File: config.mk
export PLATFORM = sky130hd
export DESIGN_NAME = alu_issue_ctrl
export DESIGN_NICKNAME = d
export VERILOG_FILES = /design/src/rtl/alu_issue_ctrl.sv
export SDC_FILE = /design/constraint.sdc
export NUM_CORES = 1
export LEC_CHECK = 0
export ABC_AREA = 1
export CORE_MARGIN = 2
export CORE_UTILIZATION = 44
export CTS_CLUSTER_DIAMETER = 50
export CTS_CLUSTER_SIZE = 20
export DETAILED_ROUTE_END_ITERATION = 16
export GPL_TIMING_DRIVEN = 1
export MAX_ROUTING_LAYER = met4
export PLACE_DENSITY = 0.86
export SLEW_MARGIN = 20
export SYNTH_ARGS = -nofsm -noshare
export SYNTH_HDL_FRONTEND = slang
export SYNTH_SLANG_ARGS = --single-unit
File: constraint.sdc
create_clock -name clk -period 8.72 [get_ports clk]
set_input_delay 1.744 -clock clk [delete_from_list [all_inputs] [get_ports clk]]
set_output_delay 1.744 -clock clk [all_outputs]
set_load 0.03 [all_outputs]
File: src/rtl/alu_issue_ctrl.sv
`default_nettype none
// ============================================================================
// Module  : alu_issue_ctrl
// Brief   : Valid/ready issue controller for the combinational ALU; decodes
//           ALUOp/funct, drives the ALU and returns captured result/flags.
//           Optional ALU_ISSUE_OVF_TRAP_EN adds the ovf_trap output.
// Revision: 1.0
// ============================================================================
module alu_issue_ctrl #(
  parameter int DATA_W = 32,
  parameter int CTRL_W = 4
) (
  input  logic              clk,
  input  logic              rst,
  input  logic              req_valid,
  output logic              req_ready,
  input  logic [1:0]        req_aluop,
  input  logic [5:0]        req_funct,
  input  logic [DATA_W-1:0] req_src1,
  input  logic [DATA_W-1:0] req_src2,
  output logic              alu_rst_n,
  output logic [DATA_W-1:0] alu_src1,
  output logic [DATA_W-1:0] alu_src2,
  output logic [CTRL_W-1:0] alu_ctrl,
  input  logic [DATA_W-1:0] alu_result,
  input  logic              alu_zero,
  input  logic              alu_cout,
  input  logic              alu_overflow,
  output logic              rsp_valid,
  input  logic              rsp_ready,
  output logic [DATA_W-1:0] rsp_result,
  output logic              rsp_zero,
  output logic              rsp_cout,
  output logic              rsp_overflow,
  output logic              rsp_err
`ifdef ALU_ISSUE_OVF_TRAP_EN
  ,
  output logic              ovf_trap
`endif
);

  localparam logic [CTRL_W-1:0] c_ctrl_and = CTRL_W'(4'b0000);
  localparam logic [CTRL_W-1:0] c_ctrl_or  = CTRL_W'(4'b0001);
  localparam logic [CTRL_W-1:0] c_ctrl_add = CTRL_W'(4'b0010);
  localparam logic [CTRL_W-1:0] c_ctrl_sub = CTRL_W'(4'b0110);
  localparam logic [CTRL_W-1:0] c_ctrl_slt = CTRL_W'(4'b0111);
  localparam logic [CTRL_W-1:0] c_ctrl_nor = CTRL_W'(4'b1100);

  typedef enum logic [1:0] {
    S_IDLE = 2'd0,
    S_EXEC = 2'd1,
    S_RESP = 2'd2
  } state_t;

  state_t             r_state;
  state_t             w_next;
  logic [CTRL_W-1:0]  w_dec_ctrl;
  logic               w_dec_legal;
  logic               w_accept;
  logic               w_rsp_hs;

  assign alu_rst_n = ~rst;
  assign w_accept  = (r_state == S_IDLE) && req_valid;
  assign w_rsp_hs  = (r_state == S_RESP) && rsp_ready;

  always_comb begin
    w_dec_ctrl  = c_ctrl_and;
    w_dec_legal = 1'b1;
    case (req_aluop)
      2'b00: w_dec_ctrl = c_ctrl_add;
      2'b01: w_dec_ctrl = c_ctrl_sub;
      2'b11: w_dec_ctrl = c_ctrl_or;
      default: begin
        case (req_funct)
          6'h24:   w_dec_ctrl = c_ctrl_and;
          6'h25:   w_dec_ctrl = c_ctrl_or;
          6'h20:   w_dec_ctrl = c_ctrl_add;
          6'h22:   w_dec_ctrl = c_ctrl_sub;
          6'h2A:   w_dec_ctrl = c_ctrl_slt;
          6'h27:   w_dec_ctrl = c_ctrl_nor;
          default: w_dec_legal = 1'b0;
        endcase
      end
    endcase
  end

  always_ff @(posedge clk or posedge rst) begin
    if (rst) begin
      r_state <= S_IDLE;
    end else begin
      r_state <= w_next;
    end
  end

  // Illegal ops skip EXEC: there is nothing for the ALU to compute.
  always_comb begin
    w_next    = r_state;
    req_ready = 1'b0;
    rsp_valid = 1'b0;
    case (r_state)
      S_IDLE: begin
        req_ready = 1'b1;
        if (req_valid) begin
          w_next = w_dec_legal ? S_EXEC : S_RESP;
        end
      end
      S_EXEC: w_next = S_RESP;
      S_RESP: begin
        rsp_valid = 1'b1;
        if (rsp_ready) begin
          w_next = S_IDLE;
        end
      end
      default: w_next = S_IDLE;
    endcase
  end

  always_ff @(posedge clk or posedge rst) begin
    if (rst) begin
      alu_src1 <= '0;
      alu_src2 <= '0;
      alu_ctrl <= '0;
    end else if (w_accept && w_dec_legal) begin
      alu_src1 <= req_src1;
      alu_src2 <= req_src2;
      alu_ctrl <= w_dec_ctrl;
    end
  end

`ifdef ALU_ISSUE_OVF_TRAP_EN
  logic w_trap;
  assign w_trap = ((alu_ctrl == c_ctrl_add) || (alu_ctrl == c_ctrl_sub)) && alu_overflow;

  always_ff @(posedge clk or posedge rst) begin
    if (rst) begin
      ovf_trap <= 1'b0;
    end else if (r_state == S_EXEC) begin
      ovf_trap <= w_trap;
    end else if (w_rsp_hs) begin
      ovf_trap <= 1'b0;
    end
  end
`else
  logic w_trap;
  assign w_trap = 1'b0;
`endif

  always_ff @(posedge clk or posedge rst) begin
    if (rst) begin
      rsp_result   <= '0;
      rsp_zero     <= 1'b0;
      rsp_cout     <= 1'b0;
      rsp_overflow <= 1'b0;
      rsp_err      <= 1'b0;
    end else if (w_accept && !w_dec_legal) begin
      rsp_result   <= '0;
      rsp_zero     <= 1'b0;
      rsp_cout     <= 1'b0;
      rsp_overflow <= 1'b0;
      rsp_err      <= 1'b1;
    end else if (r_state == S_EXEC) begin
      rsp_result   <= w_trap ? '0 : alu_result;
      rsp_zero     <= alu_zero;
      rsp_cout     <= alu_cout;
      rsp_overflow <= alu_overflow;
      rsp_err      <= 1'b0;
    end
  end

endmodule
`default_nettype wire
==> key figures, run 1 <==
Status
  • Run status: finished clean

Worst setup path
  • Req. time, crit path: roughly 7.0 ns
  • Critical path's slowest cell: clkdlybuf4s50_1
  • Cell mode on critical path: clkdlybuf4s50_1
  • Crit-path max FO: between 40 and 50
  • WS Path Type: primary input to primary output
  • Critical Path AT: 3.43 ns
  • CP max stage delay: a little under 0.8 ns
  • Setup crit start kind: primary input
  • Family with the most delay on the worst path: buffers and inverters
  • Cell Chain, Critical Path: clkdlybuf4s50_1, inv_4, clkdlybuf4s50_1
  • Worst Setup End Kind: primary output
  • Worst path bufs/invs: 3

Placement
  • Placer Congestion: 0.832
  • Port Buffers: 217
  • Placed cell areas: around 0.0067 mm²
  • Hpwl dp: slightly below 9000 µm

GRT
  • Total gr overflow: 0
  • Initial antenna violation count: 0
  • Largest net degree at the start of global routing: 104
  • Vias in the first global route: 4160
  • First-pass GRT wire length: about 20000 µm
  • Tot GR Track Use: 0.237

Timing
  • F_max: just under 200 MHz
  • Tightest Pin Transition: between 1 and 1.5 ns
  • Post-route minimum period: slightly above 5 ns
  • Final Skew: 0.0142 ns
  • RSZ-0062 raised after global routing: false
  • Setup TNS: 0 ns
  • Slew Limit Fails: 0
  • Rel. slew slack: 0.288
  • Final Setup Violations: 0
  • Final hold viol count: 0
  • Crit share post-route: 0.593

Finish
  • Synth-to-layout area growth: 54.0%
  • Fin util: 0.700
  • Fill cell count: 760
  • Layout Nets: roughly 800
  • Design area: between 0.006 and 0.007 mm²
  • Antenna Cells: 0
  • Fraction of layout cells with a size suffix above 1: 0.0482

Synthesis
  • XOR/XNOR share of the synthesized area: 0
  • Synthesized area: around 0.0044 mm²
  • Post-synthesis mux area share: 0
  • Largest family of logic cells by synthesized area: simple AND/OR/NAND/NOR gates
  • Adder-Cell Fraction of Synth Area: 0
  • Syn nets: 612
  • Compound-Gate Fraction of Synth Area: 0.0650
  • Synth Area per Inst: slightly below 9 µm²
  • Syn. warnings: 0
  • Simple-gate portion of the synthesized area: 0.288
  • Register area share after synthesis: 0.597
  • Synth unique cells: 20
  • FF+latch count, synth: about 110
  • Synth Instances: 501

Flow run
  • Maxcap violations: 0

Routing
  • Vias per Instance: between 5 and 6
  • DR iter-0 viols: around 250
  • DR pass1 iterations: 7
  • Drt total wl: approximately 13000 µm
  • Average wire per standard cell: 15.1 µm
  • Vias: approximately 4300
  • Drt drc: 0
  • Post-DRT Antenna Nets: 0

Power
  • Lkg Pwr: about 3.2 nW
  • Logic pwr share: 0.554
  • NetSw: around 1.1 mW
  • Peak supply drop: between 0.15 and 0.2 mV
  • Power Density: 369 mW/mm²
  • Sw Ratio: 0.447
  • Register share of total power: 0.333
  • Clock power share: 0.114
  • Cell internal pwr: between 1 and 1.5 mW

Floorplan
  • Die Wd: approximately 100 µm
  • DIE AREA: about 0.011 mm²
  • Site row count: 36
  • Area of the core: a little under 0.01 mm²
  • Num ports: between 200 and 250
  • Starting Density: 0.455
  • Die Y: ~100 µm

Clocking
  • CTS tree: built
  • CTS buffer count: 9
  • CTS root buffer: clkbuf_8
  • Post-CTS Setup Inserts: 0
  • Skew-Pair Late Insertion Delay: roughly 0.35 ns
  • # hold bufs at CTS: 0
  • CTS max path bufs: 2
  • Htree depth: 3
  • # resized after CTS: 0
  • Clock transition at path regs: about 0.10 ns
  • CTS sink count: 106

Worst hold path
  • Worst min path class: flip-flop to flip-flop
cells in the final DEF (no fill, tap or decap), types with 2 or more instances in the layout:
| cell | Yosys | routed |
|---|---|---|
| nand3_1 | 73 | 73 |
| clkinv_2 | 0 | 2 |
| inv_6 | 0 | 3 |
| inv_1 | 8 | 7 |
| clkdlybuf4s50_1 | 0 | 217 |
| a22oi_1 | 35 | 35 |
| dfrtp_1 | 106 | 106 |
| nor2_1 | 8 | 8 |
| nor2_2 | 5 | 5 |
| clkbuf_8 | 0 | 10 |
| nand2_1 | 222 | 222 |
| inv_2 | 3 | 4 |
| buf_4 | 5 | 6 |
tightest hold or removal path: stages (launching register included):
cell	delay, ns
dfrtp_1	0.36
nand2_1	0.05
nand2_1	0.05
through the flow:
step | worst slack (ns) | hold slack (ns) | total power [mW] | std cells
2_1_floorplan | 2.88 | 0.607 | 1.64 | 501
3_3_place_gp | 3.52 | 0.453 | 2.22 | 823
3_5_place_dp | 3.50 | 0.457 | 2.26 | 823
4_1_cts | 3.51 | 0.482 | 2.55 | 839
5_1_grt | 3.40 | 0.494 | 2.66 | 839
6_report | 3.55 | 0.479 | 2.53 | 839
cells by family (layout without fill, tap and decap cells):
kind of cell | Yosys count | after routing
buffers and inverters | 46 | 251
and+or+nand+nor | 311 | 311
DFF | 106 | 106
AOI/OAI and AO/OA | 38 | 38
worst paths after layout:
| check | startpoint | to | slack (ns) | cells after the start |
|---|---|---|---|---|
| max | rst | alu_rst_n | 3.55 | 3 |
| min | alu_src1[4] | alu_src1[4] | 0.48 | 2 |
| max reg2reg | r_state[1] | alu_src2[16] | 6.71 | 6 |
| min reg2reg | alu_src1[4] | alu_src1[4] | 0.48 | 2 |
| max in group asynchronous | rst | alu_ctrl[2] | 5.76 | 3 |
| min in group asynchronous | rst | alu_src1[25] | 1.80 | 2 |
registers in the layout, indices dropped and copies added, names as in the netlist:
name,count
alu_ctrl,4
alu_src1,32
alu_src2,32
r_state,2
rsp_cout,1
rsp_err,1
rsp_overflow,1
rsp_result,32
rsp_zero,1
cell type report:
type	instances	area (µm²)	area share
clock inverters	6	47.5	0.00695
repair buffers	223	2220	0.324
clock buffers	10	138	0.0201
flip-flops and latches	106	2650	0.388
multi-input cells	349	1580	0.230
well taps	133	166	0.0243
inverters	12	47.5	0.00695
power by group through the flow:
stage / clock network [mW] / logic [mW] / registers (mW)
2_1_floorplan: 0 / 0.344 / 1.29
3_3_place_gp: 0 / 1.38 / 0.840
3_5_place_dp: 0 / 1.41 / 0.847
4_1_cts: 0.297 / 1.41 / 0.841
5_1_grt: 0.317 / 1.48 / 0.866
6_report: 0.287 / 1.40 / 0.840
cell usage after synthesis:
library cell	n	area share
clkbuf_1	10	0.0084
buf_1	2	0.0017
buf_6	2	0.0051
o21ai_2	1	0.0020
buf_4	5	0.0084
nand2_1	222	0.19
clkinv_1	1	0.00084
nand4_1	1	0.0014
inv_1	8	0.0068
nand3_1	73	0.082
dfrtp_1	106	0.60
nor2_2	5	0.0070
nand3b_1	1	0.0017
nor2_1	8	0.0068
inv_2	3	0.0025
o21ai_0	1	0.0011
o211ai_2	1	0.0028
a22oi_1	35	0.059
buf_2	15	0.017
nor3_1	1	0.0011
metal layers:
| metal | GRT usage | wire, µm | up-vias |
|---|---|---|---|
| li1 | - | - | 2021 |
| met1 | 0.297 | 5280 | 2071 |
| met2 | 0.389 | 6330 | 160 |
| met3 | 0.0414 | 771 | 24 |
| met4 | 0.0859 | 308 | 0 |
| met5 | - | 0 | - |
Power figures use the tool's default switching activity.
==> run 2, diff against run 1 <==
--- a/config.mk
+++ b/config.mk
@@ -7,13 +7,13 @@
 export LEC_CHECK = 0
 export ABC_AREA = 1
 export CORE_MARGIN = 2
-export CORE_UTILIZATION = 44
+export CORE_UTILIZATION = 37
 export CTS_CLUSTER_DIAMETER = 50
 export CTS_CLUSTER_SIZE = 20
 export DETAILED_ROUTE_END_ITERATION = 16
 export GPL_TIMING_DRIVEN = 1
 export MAX_ROUTING_LAYER = met4
-export PLACE_DENSITY = 0.86
+export PLACE_DENSITY = 0.77
 export SLEW_MARGIN = 20
 export SYNTH_ARGS = -nofsm -noshare
 export SYNTH_HDL_FRONTEND = slang
==> constraint.sdc (replaced) <==
create_clock -name clk -period 4.15 [get_ports clk]
set_input_delay 0.83 -clock clk [delete_from_list [all_inputs] [get_ports clk]]
set_output_delay 0.83 -clock clk [all_outputs]
set_load 0.03 [all_outputs]
==> run 2 against run 1 <==
Effect of this change:
- non-clock buffer count is 1 higher
- register-to-register slack got worse by 4.9 ns
- first-iteration DRC count increased by 40%
==> key figures, run 2 (synthesized netlist as in run 1, its figures left out) <==
Floorplan
  • Site row count: 40 (+11%)
  • Die Y: 114 µm (+8.7%)
  • DIE AREA: 0.0129 mm² (+18%)
  • Area of the core: 0.0119 mm² (+21%)
  • Die Wd: 114 µm (+8.7%)
  • Starting Density: 0.375 (-0.0800)
  • Num ports: 218 (unchanged)

Placement
  • Hpwl dp: 9200 µm (+4.5%)
  • Placer Congestion: 0.859 (+3.3%)
  • Port Buffers: 217 (unchanged)
  • Placed cell count: 838 (+1.8%)

Worst setup path
  • Req. time, crit path: 3.32 ns (-3.66 ns)
  • Crit-path max FO: 34 (-28%)
  • Critical Path AT: 2.40 ns (-1.03 ns)
  • Setup crit start kind: primary input
  • Worst r2r dst: alu_src2[30]
  • Number of cells on the worst reg-to-reg path: 7 (+1)
  • WS Path Type: primary input to primary output
  • Reg2reg start: r_state[1]
  • R2r setup slk: 1.79 ns (-4.92 ns)
  • Worst Setup End Kind: primary output

Timing
  • Rel. slew slack: 0.380 (+0.0919)
  • Setup TNS: 0 ns (unchanged)
  • Crit share post-route: 0.777
  • F_max: around 310 MHz
  • Final Setup Violations: 0 (unchanged)
  • Post-route minimum period: between 3 and 4 ns
  • Tightest Pin Transition: 0.930 ns (-0.138 ns)
  • RSZ-0062 raised after global routing: false
  • Final hold viol count: 0 (unchanged)
  • Slew Limit Fails: 0 (unchanged)
  • Final Skew: 0.0114 ns (-0.00278 ns)

Worst hold path
  • Hold Crit Depth: 2 (unchanged)
  • Worst min path class: flip-flop to flip-flop
  • Worst Hold End: alu_src1[20]
  • Worst hold path startpoint: alu_src1[20]

Finish
  • Fraction of layout cells with a size suffix above 1: 0.0467 (-0.00142)
  • Finished Layout Cells: 853 (+1.7%)
  • Antenna Cells: 0 (unchanged)
  • Most common library cell in the layout ignoring fill and taps: nand2_1
  • Synth-to-layout area growth: 57.9%
  • Largest regs: alu_src1 (32), alu_src2 (32), rsp_result (32)
  • Most frequent cells in the layout: nand2_1, clkdlybuf4s50_1, dfrtp_1, nand3_1, a22oi_1
  • Layout Nets: 813 (+0.12%)

Routing
  • Drt drc: 0 (unchanged)
  • Drt total wl: 13200 µm (+3.9%)
  • DR pass1 iterations: 5 (-2)
  • Average wire per standard cell: 15.5 µm (+2.2%)
  • Vias per Instance: 4.96 (-2.7%)
  • Post-DRT Antenna Nets: 0 (unchanged)
  • DR iter-0 viols: 344 (+40%)
  • Vias: 4232 (-1.0%)

Clocking
  • Clock transition at path regs: 0.07 ns (-0.03 ns)
  • CTS root buffer: clkbuf_16
  • Skew-Pair Late Insertion Delay: 0.34 ns (about the same)
  • # resized after CTS: 0 (unchanged)
  • CTS buffer count: 9 (unchanged)
  • CTS tree: built
  • CTS max path bufs: 2 (unchanged)
  • Post-CTS Setup Inserts: 0 (unchanged)
  • # hold bufs at CTS: 0 (unchanged)
  • CTS sink count: 106 (unchanged)
  • Htree depth: 3 (unchanged)

Flow run
  • Maxcap violations: 0 (unchanged)

GRT
  • Largest net degree at the start of global routing: 75 (-28%)
  • Total gr overflow: 0 (unchanged)
  • Initial antenna violation count: 0 (unchanged)
  • Vias in the first global route: 4297 (+3.3%)
  • First-pass GRT wire length: 21200 µm (+3.5%)
  • Tot GR Track Use: 0.211 (-0.0266)

Power
  • Power Density: 807 mW/mm² (+120%)
  • Lkg Pwr: 3.29 nW (+2.1%)
  • Peak supply drop: 0.388 mV (+130%)

Status
  • Run status: finished clean
## run 2: how the worst max path moves through the flow
| stage | startpoint | endpoint | slack (ns) | depth (start not counted) |
|---|---|---|---|---|
| 2_1_floorplan | rst | alu_rst_n | 0.14 | 1 |
| 3_3_place_gp | rst | alu_rst_n | 0.90 | 3 |
| 3_5_place_dp | rst | alu_rst_n | 0.88 | 3 |
| 4_1_cts | rst | alu_rst_n | 0.88 | 3 |
| 5_1_grt | rst | alu_rst_n | 0.83 | 3 |
| 6_report | rst | alu_rst_n | 0.92 | 3 |
## run 2: per-stage QoR
step	worst slack [ns]	utilization	power (mW)	area, µm²	hold slack, ns
final	0.923	0.592	5.67	7020	0.474
after global placement	0.901	0.564	4.68	6690	0.454
after detailed placement	0.882	0.564	4.75	6690	0.459
after floorplan	0.138	-	3.44	4450	0.607
after CTS	0.880	0.592	5.71	7020	0.475
after global routing	0.833	0.592	5.99	7020	0.498
## run 2: layer usage
layer  GRT usage  up-vias  routed length [µm]
met5           -        -                   0
met4      0.0764        0                 305
met3      0.0388       22                 680
met2       0.343      157                6480
met1       0.265     2030                5710
li1            -     2023                   -
## run 2: final cells by class
type | instances | area (µm²)
fillers | 1039 | 4840
flip-flops and latches | 106 | 2650
repair buffers | 224 | 2220
inverters | 12 | 48.8
well taps | 147 | 184
multi-input cells | 349 | 1580
clock buffers | 10 | 229
clock inverters | 5 | 104
## run 2: report_power, final
group	switching (mW)	total, mW	internal [mW]
logic	1.75	2.93	1.18
registers	0.277	1.79	1.51
clock network	0.359	0.945	0.587
## run 2: critical path, stage by stage
cell and delay, ns:
clkdlybuf4s50_1 0.44, inv_4 0.36, clkdlybuf4s50_1 0.76
